===== src/rtl/ram_access_ctrl_if.sv =====
// Core-side request/write-data/response bundle of the RAM access controller.
// master = load/store path (requester), slave = ram_access_ctrl.
interface ram_access_ctrl_if #(
    parameter int WORD_WIDTH = 32,
    parameter int ADDR_WIDTH = 7,
    parameter int LEN_WIDTH  = 3
) ();
    // Request channel
    logic                  req_valid;
    logic                  req_ready;
    logic                  req_we;
    logic [ADDR_WIDTH-1:0] req_addr;
    logic [LEN_WIDTH-1:0]  req_len;

    // Write-data channel
    logic                  wdata_valid;
    logic                  wdata_ready;
    logic [WORD_WIDTH-1:0] wdata;

    // Read-response channel
    logic                  resp_valid;
    logic                  resp_ready;
    logic [WORD_WIDTH-1:0] resp_data;
    logic                  resp_last;

    modport master (
        output req_valid, req_we, req_addr, req_len,
        output wdata_valid, wdata,
        output resp_ready,
        input  req_ready, wdata_ready,
        input  resp_valid, resp_data, resp_last
    );

    modport slave (
        input  req_valid, req_we, req_addr, req_len,
        input  wdata_valid, wdata,
        input  resp_ready,
        output req_ready, wdata_ready,
        output resp_valid, resp_data, resp_last
    );
endinterface


===== src/rtl/ram_access_ctrl.sv =====
// Initiator-side controller for the 128-word register-file RAM.
// Accepts read/write bursts over a valid/ready handshake, drives the RAM pins and
// captures the RAM's combinational read data into a one-entry response register.
module ram_access_ctrl #(
    parameter int WORD_WIDTH = 32,
    parameter int ADDR_WIDTH = 7,
    parameter int LEN_WIDTH  = 3
) (
    input  logic                  clk,
    input  logic                  rst_n,
    ram_access_ctrl_if.slave      bus,
    output logic [ADDR_WIDTH-1:0] ram_addr_o,
    output logic [WORD_WIDTH-1:0] ram_data_in_o,
    output logic                  ram_rd_en_o,
    output logic                  ram_wr_en_o,
    input  logic [WORD_WIDTH-1:0] ram_data_out_i
);

    typedef enum logic [1:0] {
        ST_IDLE = 2'd0,
        ST_WR   = 2'd1,
        ST_RD   = 2'd2
    } state_t;

    state_t                state_q,      state_d;
    logic [ADDR_WIDTH-1:0] cur_addr_q,   cur_addr_d;
    logic [LEN_WIDTH-1:0]  beats_left_q, beats_left_d;
    logic                  resp_valid_q, resp_valid_d;
    logic                  resp_last_q,  resp_last_d;
    logic [WORD_WIDTH-1:0] resp_data_q,  resp_data_d;

    // Ungated strobes from the FSM; the outputs AND these with rst_n so the RAM and
    // the requester see nothing active while reset is asserted.
    logic                  in_idle;
    logic                  in_wr;
    logic                  issue;
    logic                  wr_fire;
    logic                  rd_en_gated;
    logic                  wr_en_gated;

    assign in_idle = (state_q == ST_IDLE);
    assign in_wr   = (state_q == ST_WR);
    // A read beat is issued only when the response register is free or being drained
    // on this same edge, so a stalled consumer never loses a beat.
    assign issue   = (state_q == ST_RD) && (!resp_valid_q || bus.resp_ready);
    assign wr_fire = in_wr && bus.wdata_valid;

    assign rd_en_gated = rst_n & issue;
    assign wr_en_gated = rst_n & wr_fire;

    // State and datapath registers, cleared asynchronously; a burst in flight is dropped.
    always_ff @(posedge clk or negedge rst_n) begin
        if (!rst_n) begin
            state_q      <= ST_IDLE;
            cur_addr_q   <= '0;
            beats_left_q <= '0;
            resp_valid_q <= 1'b0;
            resp_last_q  <= 1'b0;
            resp_data_q  <= '0;
        end else begin
            state_q      <= state_d;
            cur_addr_q   <= cur_addr_d;
            beats_left_q <= beats_left_d;
            resp_valid_q <= resp_valid_d;
            resp_last_q  <= resp_last_d;
            resp_data_q  <= resp_data_d;
        end
    end

    // Next-state logic: burst sequencing plus the response-register load/drain.
    always_comb begin
        state_d      = state_q;
        cur_addr_d   = cur_addr_q;
        beats_left_d = beats_left_q;
        resp_last_d  = resp_last_q;
        resp_data_d  = resp_data_q;
        // The held beat drains on a consumer handshake; an issue below may reload it.
        resp_valid_d = resp_valid_q && !bus.resp_ready;

        case (state_q)
            ST_IDLE: begin
                if (bus.req_valid) begin
                    cur_addr_d   = bus.req_addr;
                    beats_left_d = bus.req_len;
                    state_d      = bus.req_we ? ST_WR : ST_RD;
                end
            end

            ST_WR: begin
                if (wr_fire) begin
                    // Address wraps naturally at 2^ADDR_WIDTH.
                    cur_addr_d = cur_addr_q + ADDR_WIDTH'(1);
                    if (beats_left_q == '0) begin
                        state_d = ST_IDLE;
                    end else begin
                        beats_left_d = beats_left_q - LEN_WIDTH'(1);
                    end
                end
            end

            ST_RD: begin
                if (issue) begin
                    resp_data_d  = ram_data_out_i;
                    resp_valid_d = 1'b1;
                    resp_last_d  = (beats_left_q == '0);
                    cur_addr_d   = cur_addr_q + ADDR_WIDTH'(1);
                    if (beats_left_q == '0) begin
                        state_d = ST_IDLE;
                    end else begin
                        beats_left_d = beats_left_q - LEN_WIDTH'(1);
                    end
                end
            end

            default: begin
                state_d = ST_IDLE;
            end
        endcase
    end

    // Handshake readies are only offered in their own state and never during reset.
    assign bus.req_ready   = rst_n & in_idle;
    assign bus.wdata_ready = rst_n & in_wr;

    assign bus.resp_valid  = resp_valid_q;
    assign bus.resp_last   = resp_last_q;
    assign bus.resp_data   = resp_data_q;

    assign ram_addr_o  = cur_addr_q;
    assign ram_rd_en_o = rd_en_gated;
    assign ram_wr_en_o = wr_en_gated;

    // Data bus to the RAM is forced to zero whenever no write strobe is present.
    genvar gi;
    generate
        for (gi = 0; gi < WORD_WIDTH; gi++) begin : g_din_gate
            assign ram_data_in_o[gi] = bus.wdata[gi] & wr_en_gated;
        end
    endgenerate

endmodule


===== src/flat_wrapper.sv =====
// flat-port wrapper written by rule: the top's interface ports become plain ports
module ram_access_ctrl_flat 
#(
    parameter int WORD_WIDTH = 32,
    parameter int ADDR_WIDTH = 7,
    parameter int LEN_WIDTH  = 3
)
  (clk, rst_n, ram_addr_o, ram_data_in_o, ram_rd_en_o, ram_wr_en_o, ram_data_out_i, bus_req_valid, bus_req_we, bus_req_addr, bus_req_len, bus_wdata_valid, bus_wdata, bus_resp_ready, bus_req_ready, bus_wdata_ready, bus_resp_valid, bus_resp_data, bus_resp_last);
  ram_access_ctrl_if #(.WORD_WIDTH(WORD_WIDTH), .ADDR_WIDTH(ADDR_WIDTH), .LEN_WIDTH(LEN_WIDTH)) bus_i ();
  input  logic clk;
  input  logic rst_n;
  output logic [ADDR_WIDTH-1:0] ram_addr_o;
  output logic [WORD_WIDTH-1:0] ram_data_in_o;
  output logic ram_rd_en_o;
  output logic ram_wr_en_o;
  input  logic [WORD_WIDTH-1:0] ram_data_out_i;
  input wire logic [$bits(bus_i.req_valid)-1:0] bus_req_valid;
  input wire logic [$bits(bus_i.req_we)-1:0] bus_req_we;
  input wire logic [$bits(bus_i.req_addr)-1:0] bus_req_addr;
  input wire logic [$bits(bus_i.req_len)-1:0] bus_req_len;
  input wire logic [$bits(bus_i.wdata_valid)-1:0] bus_wdata_valid;
  input wire logic [$bits(bus_i.wdata)-1:0] bus_wdata;
  input wire logic [$bits(bus_i.resp_ready)-1:0] bus_resp_ready;
  output wire logic [$bits(bus_i.req_ready)-1:0] bus_req_ready;
  output wire logic [$bits(bus_i.wdata_ready)-1:0] bus_wdata_ready;
  output wire logic [$bits(bus_i.resp_valid)-1:0] bus_resp_valid;
  output wire logic [$bits(bus_i.resp_data)-1:0] bus_resp_data;
  output wire logic [$bits(bus_i.resp_last)-1:0] bus_resp_last;
  assign bus_i.req_valid = bus_req_valid;
  assign bus_i.req_we = bus_req_we;
  assign bus_i.req_addr = bus_req_addr;
  assign bus_i.req_len = bus_req_len;
  assign bus_i.wdata_valid = bus_wdata_valid;
  assign bus_i.wdata = bus_wdata;
  assign bus_i.resp_ready = bus_resp_ready;
  assign bus_req_ready = bus_i.req_ready;
  assign bus_wdata_ready = bus_i.wdata_ready;
  assign bus_resp_valid = bus_i.resp_valid;
  assign bus_resp_data = bus_i.resp_data;
  assign bus_resp_last = bus_i.resp_last;
  ram_access_ctrl #(.WORD_WIDTH(WORD_WIDTH), .ADDR_WIDTH(ADDR_WIDTH), .LEN_WIDTH(LEN_WIDTH)) u_core (.clk(clk), .rst_n(rst_n), .bus(bus_i), .ram_addr_o(ram_addr_o), .ram_data_in_o(ram_data_in_o), .ram_rd_en_o(ram_rd_en_o), .ram_wr_en_o(ram_wr_en_o), .ram_data_out_i(ram_data_out_i));
endmodule

===== config.mk =====
export PLATFORM = sky130hd
export DESIGN_NAME = ram_access_ctrl_flat
export DESIGN_NICKNAME = d
export VERILOG_FILES = /design/src/rtl/ram_access_ctrl_if.sv /design/src/rtl/ram_access_ctrl.sv /design/src/flat_wrapper.sv
export SDC_FILE = /design/constraint.sdc
export NUM_CORES = 1
export LEC_CHECK = 0
export CORE_MARGIN = 4
export CORE_UTILIZATION = 35
export DETAILED_ROUTE_END_ITERATION = 12
export PLACE_DENSITY_LB_ADDON = 0.2
export SYNTH_ARGS = -nofsm -noshare
export SYNTH_HDL_FRONTEND = slang
export SYNTH_SLANG_ARGS = --single-unit
export TNS_END_PERCENT = 20

===== constraint.sdc =====
create_clock -name clk -period 2.2 [get_ports clk]
set_input_delay 0.33 -clock clk [delete_from_list [all_inputs] [get_ports clk]]
set_output_delay 0.33 -clock clk [all_outputs]
set_load 0.01 [all_outputs]

==> qor.txt, run 1 <==
Tightest Pin Transition - 0.4183 ns
Vias in the first global route - 2,046
CTS root buf - sky130_fd_sc_hd__clkbuf_8
Top cells by area, synth - sky130_fd_sc_hd__dfrtp_1 48%, sky130_fd_sc_hd__mux2_2 15%, sky130_fd_sc_hd__and2_1 8.7%
Routed wire length - 6793 microns
Leakage Power - 0.001912 uW
Max frequency - 486.6 MHz
Dominant cell type by area after synthesis - sky130_fd_sc_hd__dfrtp_1
Average size of a mapped cell - 11.33 sq um
Count of clock tree sinks - 46
Hold-fix buffer count after cts - 0
Number of pins with negative max-slew slack in the final report - 0
Synth Area in Compound Gates - 4.837%
Simple-gate portion of the synthesized area - 22.29%
Placed cells - 440
Post-Syn Area - 0.002380 sq mm
Rel. slew slack - 72.11%
Share of the clock period used by the worst path - 93.41%
Horizontal die dimension - 90.46 microns
Number of maximum-capacitance violations - 0
I/O pin count - 157
Number of nets still failing antenna checks after routing - 0
H-tree depth - 2
Non-filler cells, final - 449
Clock latency on the worst-skew pair - 0.29 ns
Fraction of final layout cells with drive strength greater than 1 - 15.32%
Starting density of the core - 36.85%
Part of the Yosys area used for sequential elements - 48.37%
Total Routing Usage GR - 16.02%
Cts bufs inserted - 5
Die Footprint - 0.008183 sq mm
Number of rows created at floorplan - 29
Highest ir drop seen on vdd - 0.7250 mV
Post-Synthesis Net Count - 298
Path class of the lowest-slack min-delay path - in -> async
Share of async-settable or async-resettable flops after synthesis - 100.0%
CTS tree - yes
Clock-pin slew reported for the worst setup and hold paths after clock tree synthesis - 0.08 ns
Routed vias - 2,164
Area share of the leading cell type in the synthesized netlist - 48.37%
Xor and xnor area share after synthesis - 0%
Worst flop-to-flop path endpoint - u_core.beats_left_q[2]
Leading cell types in the layout, fill and taps excluded - 122 x sky130_fd_sc_hd__clkdlybuf4s50_1, 46 x sky130_fd_sc_hd__dfrtp_1, 33 x sky130_fd_sc_hd__and2_1, 32 x sky130_fd_sc_hd__mux2_2, 32 x sky130_fd_sc_hd__dlygate4sd2_1
Post-Layout Inst Area - 0.004139 sq mm
Instance count of the mapped netlist - 210
Proportion of synthesized area in mux cells - 16.82%
Final TNS setup - 0 ns
HPWL after DPL - 5444 microns
Number of distinct library cells after synthesis - 34
Starting DRT DRC Count - 63
Post-detailed-route via-to-cell ratio - 4.820
Yosys Warn Count - 0
Post-layout net count - 459
Outcome - complete, no violations
Worst reg-to-reg setup slack - 0.21 ns
Worst R2R Start - u_core.state_q[0]
Antenna diodes - 0
Maximum root-to-sink buffer count - 2
Drt pass-1 iters - 4
Yosys reg bits - 46
Largest family of logic cells by synthesized area - simple AND/OR/NAND/NOR gates
Power Density - 1199 mW/mm^2
Crit Path Max Fanout - 4
Vertical die dimension - 90.46 microns
Worst EP required - 1.87 ns
Post-synthesis share of cell area spent on full adders, half adders and majority gates - 4.206%
Global-route wire length before repair - 10,590 microns
Post-place setup slack - 0.008536 ns
Worst setup SP type - flop
Number of input and output port buffers inserted - 156
Ys flop type - sky130_fd_sc_hd__dfrtp_1
Post-place instance area - 0.004041 sq mm
Arr. time, crit path - 1.73 ns
Number of cells on the worst reg-to-reg path - 5
Min Clock Period, post-route - 2.055 ns
Weighted congestion reported at the end of routability-driven placement - 0.7523
Area growth from synthesis to layout - 73.92%
Final-report setup violation count - 0
Slack of the critical path - 0.1450 ns
Final hold slack - 0.02101 ns
CP Capture Type - output pin
Global route overflow - 0
Number of antenna violations at the first check in global routing - 0
Endpoints failing hold - 0
RSZ-0062 raised after global routing - false
Post-route clock skew - 0.003166 ns
Maximum number of pins on one net before global-route repair - 35
Count of unresolved DRC violations after routing - 0
Wire length per cell after detailed routing - 15.13 microns
Most common cell after layout, fill and taps aside - sky130_fd_sc_hd__clkdlybuf4s50_1
EDFF count, synth - 0
Core Box Area - 0.006459 sq mm
Type of the worst setup path - reg -> out
-- metal layers --
| layer | global-route usage [%] | part of all wire [%] | wire (microns) | up-vias |
|---|---|---|---|---|
| li1 | - | - | - | 1040 |
| met1 | 19.60 | 43 | 2903 | 1009 |
| met2 | 26.87 | 47 | 3218 | 108 |
| met3 | 6.000 | 9.1 | 618 | 7 |
| met4 | 3.444 | 0.78 | 53 | 0 |
| met5 | 0 | 0 | 0 | - |
-- state kept, by name (all words and copies together) (netlist names) --
signal and flops:
u_core.bus.resp_data 32, u_core.ram_addr_o 7, u_core.beats_left_q 3, u_core.state_q 2, u_core.bus.resp_last 1, u_core.bus.resp_valid 1
-- how the worst max path moves through the flow --
stage | cells after the start | slack [ns] | endpoint | start
floorplan | 6 | 0.32 | u_core.beats_left_q[1] | u_core.state_q[0]
global placement | 5 | 0.06 | ram_data_in_o[5] | bus_wdata_valid
detailed placement | 5 | 0.009 | ram_data_in_o[4] | bus_wdata_valid
CTS | 5 | 0.0002 | ram_wr_en_o | u_core.state_q[1]
global route | 4 | 0.01 | bus_req_ready | u_core.state_q[0]
finish | 4 | 0.14 | bus_req_ready | u_core.state_q[0]
-- synth_stat cells (all sizes together), types with 2 or more instances --
master and count:
a221o 2, and2 34, and3 3, buf 5, clkbuf 5, dfrtp 46, ha 8, inv 7
mux2 32, mux2i 4, nand2 14, nand2b 3, nand3 7, nor2 4, nor2b 5, nor3 5
nor4 2, nor4b 3, o211ai 2, o21ai 8, o22ai 3
-- through the flow --
step           util (%)  total power, uW
2_1_floorplan         -             3065
3_3_place_gp      62.57             4319
3_5_place_dp      62.57             4388
4_1_cts           64.01             5026
5_1_grt           64.08             5316
6_report          64.08             4964
-- worst max-delay path, cell delays in order, from the launching register on --
cell and delay (ns):
sky130_fd_sc_hd__dfrtp_1 0.41, sky130_fd_sc_hd__inv_1 0.14, sky130_fd_sc_hd__ha_2 0.22, sky130_fd_sc_hd__and2_2 0.13, sky130_fd_sc_hd__clkdlybuf4s50_1 0.53
-- cells by family after synthesis --
logic type,Yosys count
flops,46
simple gates,86
compound gates,17
buf+inv,17
mux,36
fa+ha+maj,8
-- report_power, final --
part | switching, uW | internal [uW] | leakage (uW)
logic | 1170 | 1620 | 0.00131
registers | 270 | 1290 | 0.000547
clock network | 279 | 339 | 0.0000514
-- what timing repair did --
action / in CTS / in global routing
endpoints found under the setup margin: 33 / 2
buffers inserted: 1 / 0
resized for setup: 36 / 2
-- layout make-up --
class	count	area (sq um)
timing repair buffer	164	1599
multi-input combinational	147	1156
tap	77	96.34
inverter	7	26.28
clock inverter	2	37.54
sequential	46	1151
fill	546	2320
clock buffer	6	72.57
Power figures use the tool's default switching activity.
==> run 2, diff against run 1 <==
--- a/config.mk
+++ b/config.mk
@@ -5,11 +5,13 @@
 export SDC_FILE = /design/constraint.sdc
 export NUM_CORES = 1
 export LEC_CHECK = 0
+export ABC_CLOCK_PERIOD_IN_PS = 2200
 export CORE_MARGIN = 4
 export CORE_UTILIZATION = 35
 export DETAILED_ROUTE_END_ITERATION = 12
+export DONT_BUFFER_PORTS = 1
 export PLACE_DENSITY_LB_ADDON = 0.2
 export SYNTH_ARGS = -nofsm -noshare
 export SYNTH_HDL_FRONTEND = slang
 export SYNTH_SLANG_ARGS = --single-unit
-export TNS_END_PERCENT = 20
+export TNS_END_PERCENT = 100
==> qor.txt, run 2 (synthesis results as in run 1) <==
H-tree depth - 2 (unchanged)
Max frequency - 498.8 MHz (was 486.6 MHz)
I/O pin count - 157 (unchanged)
Arr. time, crit path - 2.18 ns (was 1.73 ns)
Power Density - 1507 mW/mm^2 (was 1199 mW/mm^2)
Number of rows created at floorplan - 29 (unchanged)
Starting DRT DRC Count - 36 (was 63)
Count of unresolved DRC violations after routing - 0 (unchanged)
Post-route clock skew - 0.005949 ns (was 0.003166 ns)
Fraction of final layout cells with drive strength greater than 1 - 23.72% (was 15.32%)
Number of cells on the worst hold path - 1
Cell type of the slowest stage on the worst timing path - sky130_fd_sc_hd__or4_4 (was sky130_fd_sc_hd__clkdlybuf4s50_1)
Type of the worst setup path - reg -> reg (was reg -> out)
Weighted congestion reported at the end of routability-driven placement - 0.7562 (was 0.7523)
Fraction of power consumed by sequential logic - 47.1% (was 31.4%)
Clock power frac - 13.2% (was 12.5%)
Horizontal die dimension - 90.46 microns (unchanged)
Count of clock tree sinks - 46 (unchanged)
Final-report setup violation count - 0 (unchanged)
Endpoints failing hold - 0 (unchanged)
Leakage Power - 0.001146 uW (was 0.001912 uW)
Die Footprint - 0.008183 sq mm (unchanged)
Vertical die dimension - 90.46 microns (unchanged)
Global route overflow - 0 (unchanged)
Tightest Pin Transition - 0.4119 ns (was 0.4183 ns)
Switching share of power - 40.59% (was 34.63%)
Leading cell types in the layout, fill and taps excluded - 46 x sky130_fd_sc_hd__dfrtp_1, 33 x sky130_fd_sc_hd__and2_1, 32 x sky130_fd_sc_hd__mux2_2, 14 x sky130_fd_sc_hd__nand2_1 (was 122 x sky130_fd_sc_hd__clkdlybuf4s50_1, 46 x sky130_fd_sc_hd__dfrtp_1, 33 x sky130_fd_sc_hd__and2_1, 32 x sky130_fd_sc_hd__mux2_2, 32 x sky130_fd_sc_hd__dlygate4sd2_1)
Starting density of the core - 36.85% (unchanged)
Longest individual stage delay on the worst path - 0.64 ns (was 0.53 ns)
Largest register FFs - 32 (unchanged)
Wire length per cell after detailed routing - 19.43 microns (was 15.13 microns)
Net Switching - 1579 uW (was 1719 uW)
Cts bufs inserted - 5 (unchanged)
Antenna diodes - 0 (unchanged)
Total power draw - 3890 uW (was 4964 uW)
Core Box Area - 0.006459 sq mm (unchanged)
Final TNS setup - 0 ns (unchanged)
Post-layout net count - 302 (was 459)
Total Routing Usage GR - 13.54% (was 16.02%)
Highest ir drop seen on vdd - 0.6108 mV (was 0.7250 mV)
CP Capture Type - flop (was output pin)
Number of pins with negative max-slew slack in the final report - 0 (unchanged)
Number of nets still failing antenna checks after routing - 0 (unchanged)
Crit Path Max Fanout - 18 (was 4)
List of cells traversed by the critical path - inv_1, ha_1, nor2b_4, or4_4, a221o_1 (was inv_1, ha_2, and2_2, clkdlybuf4s50_1)
Int Pwr - 2311 uW (was 3246 uW)
Power share of the combinational group - 39.6% (was 56.2%)
Number of input and output port buffers inserted - 0 (was 156)
Number of antenna violations at the first check in global routing - 0 (unchanged)
Post-CTS repair timing setup buffer count - 0 (was 1)
Rel. slew slack - 72.54% (was 72.11%)
HPWL after DPL - 4277 microns (was 5444 microns)
Maximum number of pins on one net before global-route repair - 47 (was 35)
Outcome - complete, no violations (unchanged)
CTS root buf - sky130_fd_sc_hd__clkbuf_8 (unchanged)
Worst setup SP type - flop (unchanged)
Maximum root-to-sink buffer count - 2 (unchanged)
Number of maximum-capacitance violations - 0 (unchanged)
Routed wire length - 5674 microns (was 6793 microns)
Number of cells on the worst reg-to-reg path - 5 (unchanged)
Area growth from synthesis to layout - 8.465% (was 73.92%)
Path class of the lowest-slack min-delay path - in -> reg (was in -> async)
Clock latency on the worst-skew pair - 0.29 ns (about the same)
Global-route wire length before repair - 8776 microns (was 10,590 microns)
RSZ-0062 raised after global routing - false (unchanged)
CTS tree - yes (unchanged)
Most common cell after layout, fill and taps aside - sky130_fd_sc_hd__dfrtp_1 (was sky130_fd_sc_hd__clkdlybuf4s50_1)
Gates resized, CTS repair - 0 (was 36)
Drt pass-1 iters - 4 (unchanged)
Post-detailed-route via-to-cell ratio - 5.387 (was 4.820)
Share of the clock period used by the worst path - 91.12% (was 93.41%)
Clock-pin slew reported for the worst setup and hold paths after clock tree synthesis - 0.08 ns (about the same)
Vias in the first global route - 1,654 (was 2,046)
Min Clock Period, post-route - 2.005 ns (was 2.055 ns)
Routed vias - 1,573 (was 2,164)
Worst EP required - 2.38 ns (was 1.87 ns)
[run 2: changes by cell type in the layout (fill, tap and decap cells not counted), sizes merged]
cell	change
dlygate4sd3	+1
dlygate4sd2	-32
bufinv	-1
clkinv	+2
buf	-3
clkinvlp	-1
clkdlybuf4s50	-122
dlymetal6s2s	-1
[run 2: layout make-up]
class | instances | area [sq um]
tap | 77 | 96.34
clock inverter | 2 | 13.76
multi-input combinational | 147 | 1146
clock buffer | 6 | 72.57
fill | 610 | 3877
inverter | 7 | 26.28
sequential | 46 | 1151
timing repair buffer | 7 | 75.07
[run 2: worst paths after layout]
check / from / endpoint / slack (ns)
min in group asynchronous: rst_n / u_core.ram_addr_o[1] / 0.53
setup / recovery: u_core.state_q[0] / u_core.beats_left_q[1] / 0.20
hold reg to reg: u_core.beats_left_q[2] / u_core.beats_left_q[2] / 0.57
setup reg to reg: u_core.state_q[0] / u_core.beats_left_q[1] / 0.20
max in group asynchronous: rst_n / u_core.bus.resp_data[3] / 1.46
hold / removal: bus_req_addr[3] / u_core.ram_addr_o[3] / 0.16
[run 2: timing repair]
action / in CTS / in global routing
hold endpoints to repair: 46 / 0
hold buffers: 2 / 0
setup endpoints to repair: 0 / 0
[run 2: critical path: cells and delay by family, from the launching register on]
kind            cells  cell delay, ns
compound gates      1            0.38
fa+ha+maj           1            0.24
buf+inv             1            0.10
flops               1            0.39
simple gates        2            0.78
[run 2: power by group through the flow]
| stage | sequential [uW] | clock [uW] | combinational (uW) |
|---|---|---|---|
| final | 1830 | 515 | 1540 |
| after global routing | 1900 | 582 | 1740 |
| after CTS | 1850 | 546 | 1570 |
| after detailed placement | 1860 | 0 | 1550 |
| after global placement | 1860 | 0 | 1510 |
| after floorplan | 1740 | 0 | 1330 |
[run 2: stage by stage]
stage          hold slack [ns]  setup slack [ns]  instance area (sq um)  instances  utilization (%)
6_report                0.1634            0.1954                   2581        292            39.97
5_1_grt                 0.1377           0.06293                   2581        292            39.97
4_1_cts                 0.1449            0.1817                   2581        292            39.97
3_5_place_dp           0.03633            0.1846                   2457        282            38.05
3_3_place_gp           0.03561            0.2349                   2457        282            38.05
2_1_floorplan          0.03441            0.3246                   2380        210                -
[run 2: layer usage]
layer | track usage, % | share of wire, %
met1 | 15.65 | 40
met2 | 22.85 | 48
met3 | 6.250 | 12
met4 | 3.061 | 0.51
met5 | 0 | 0
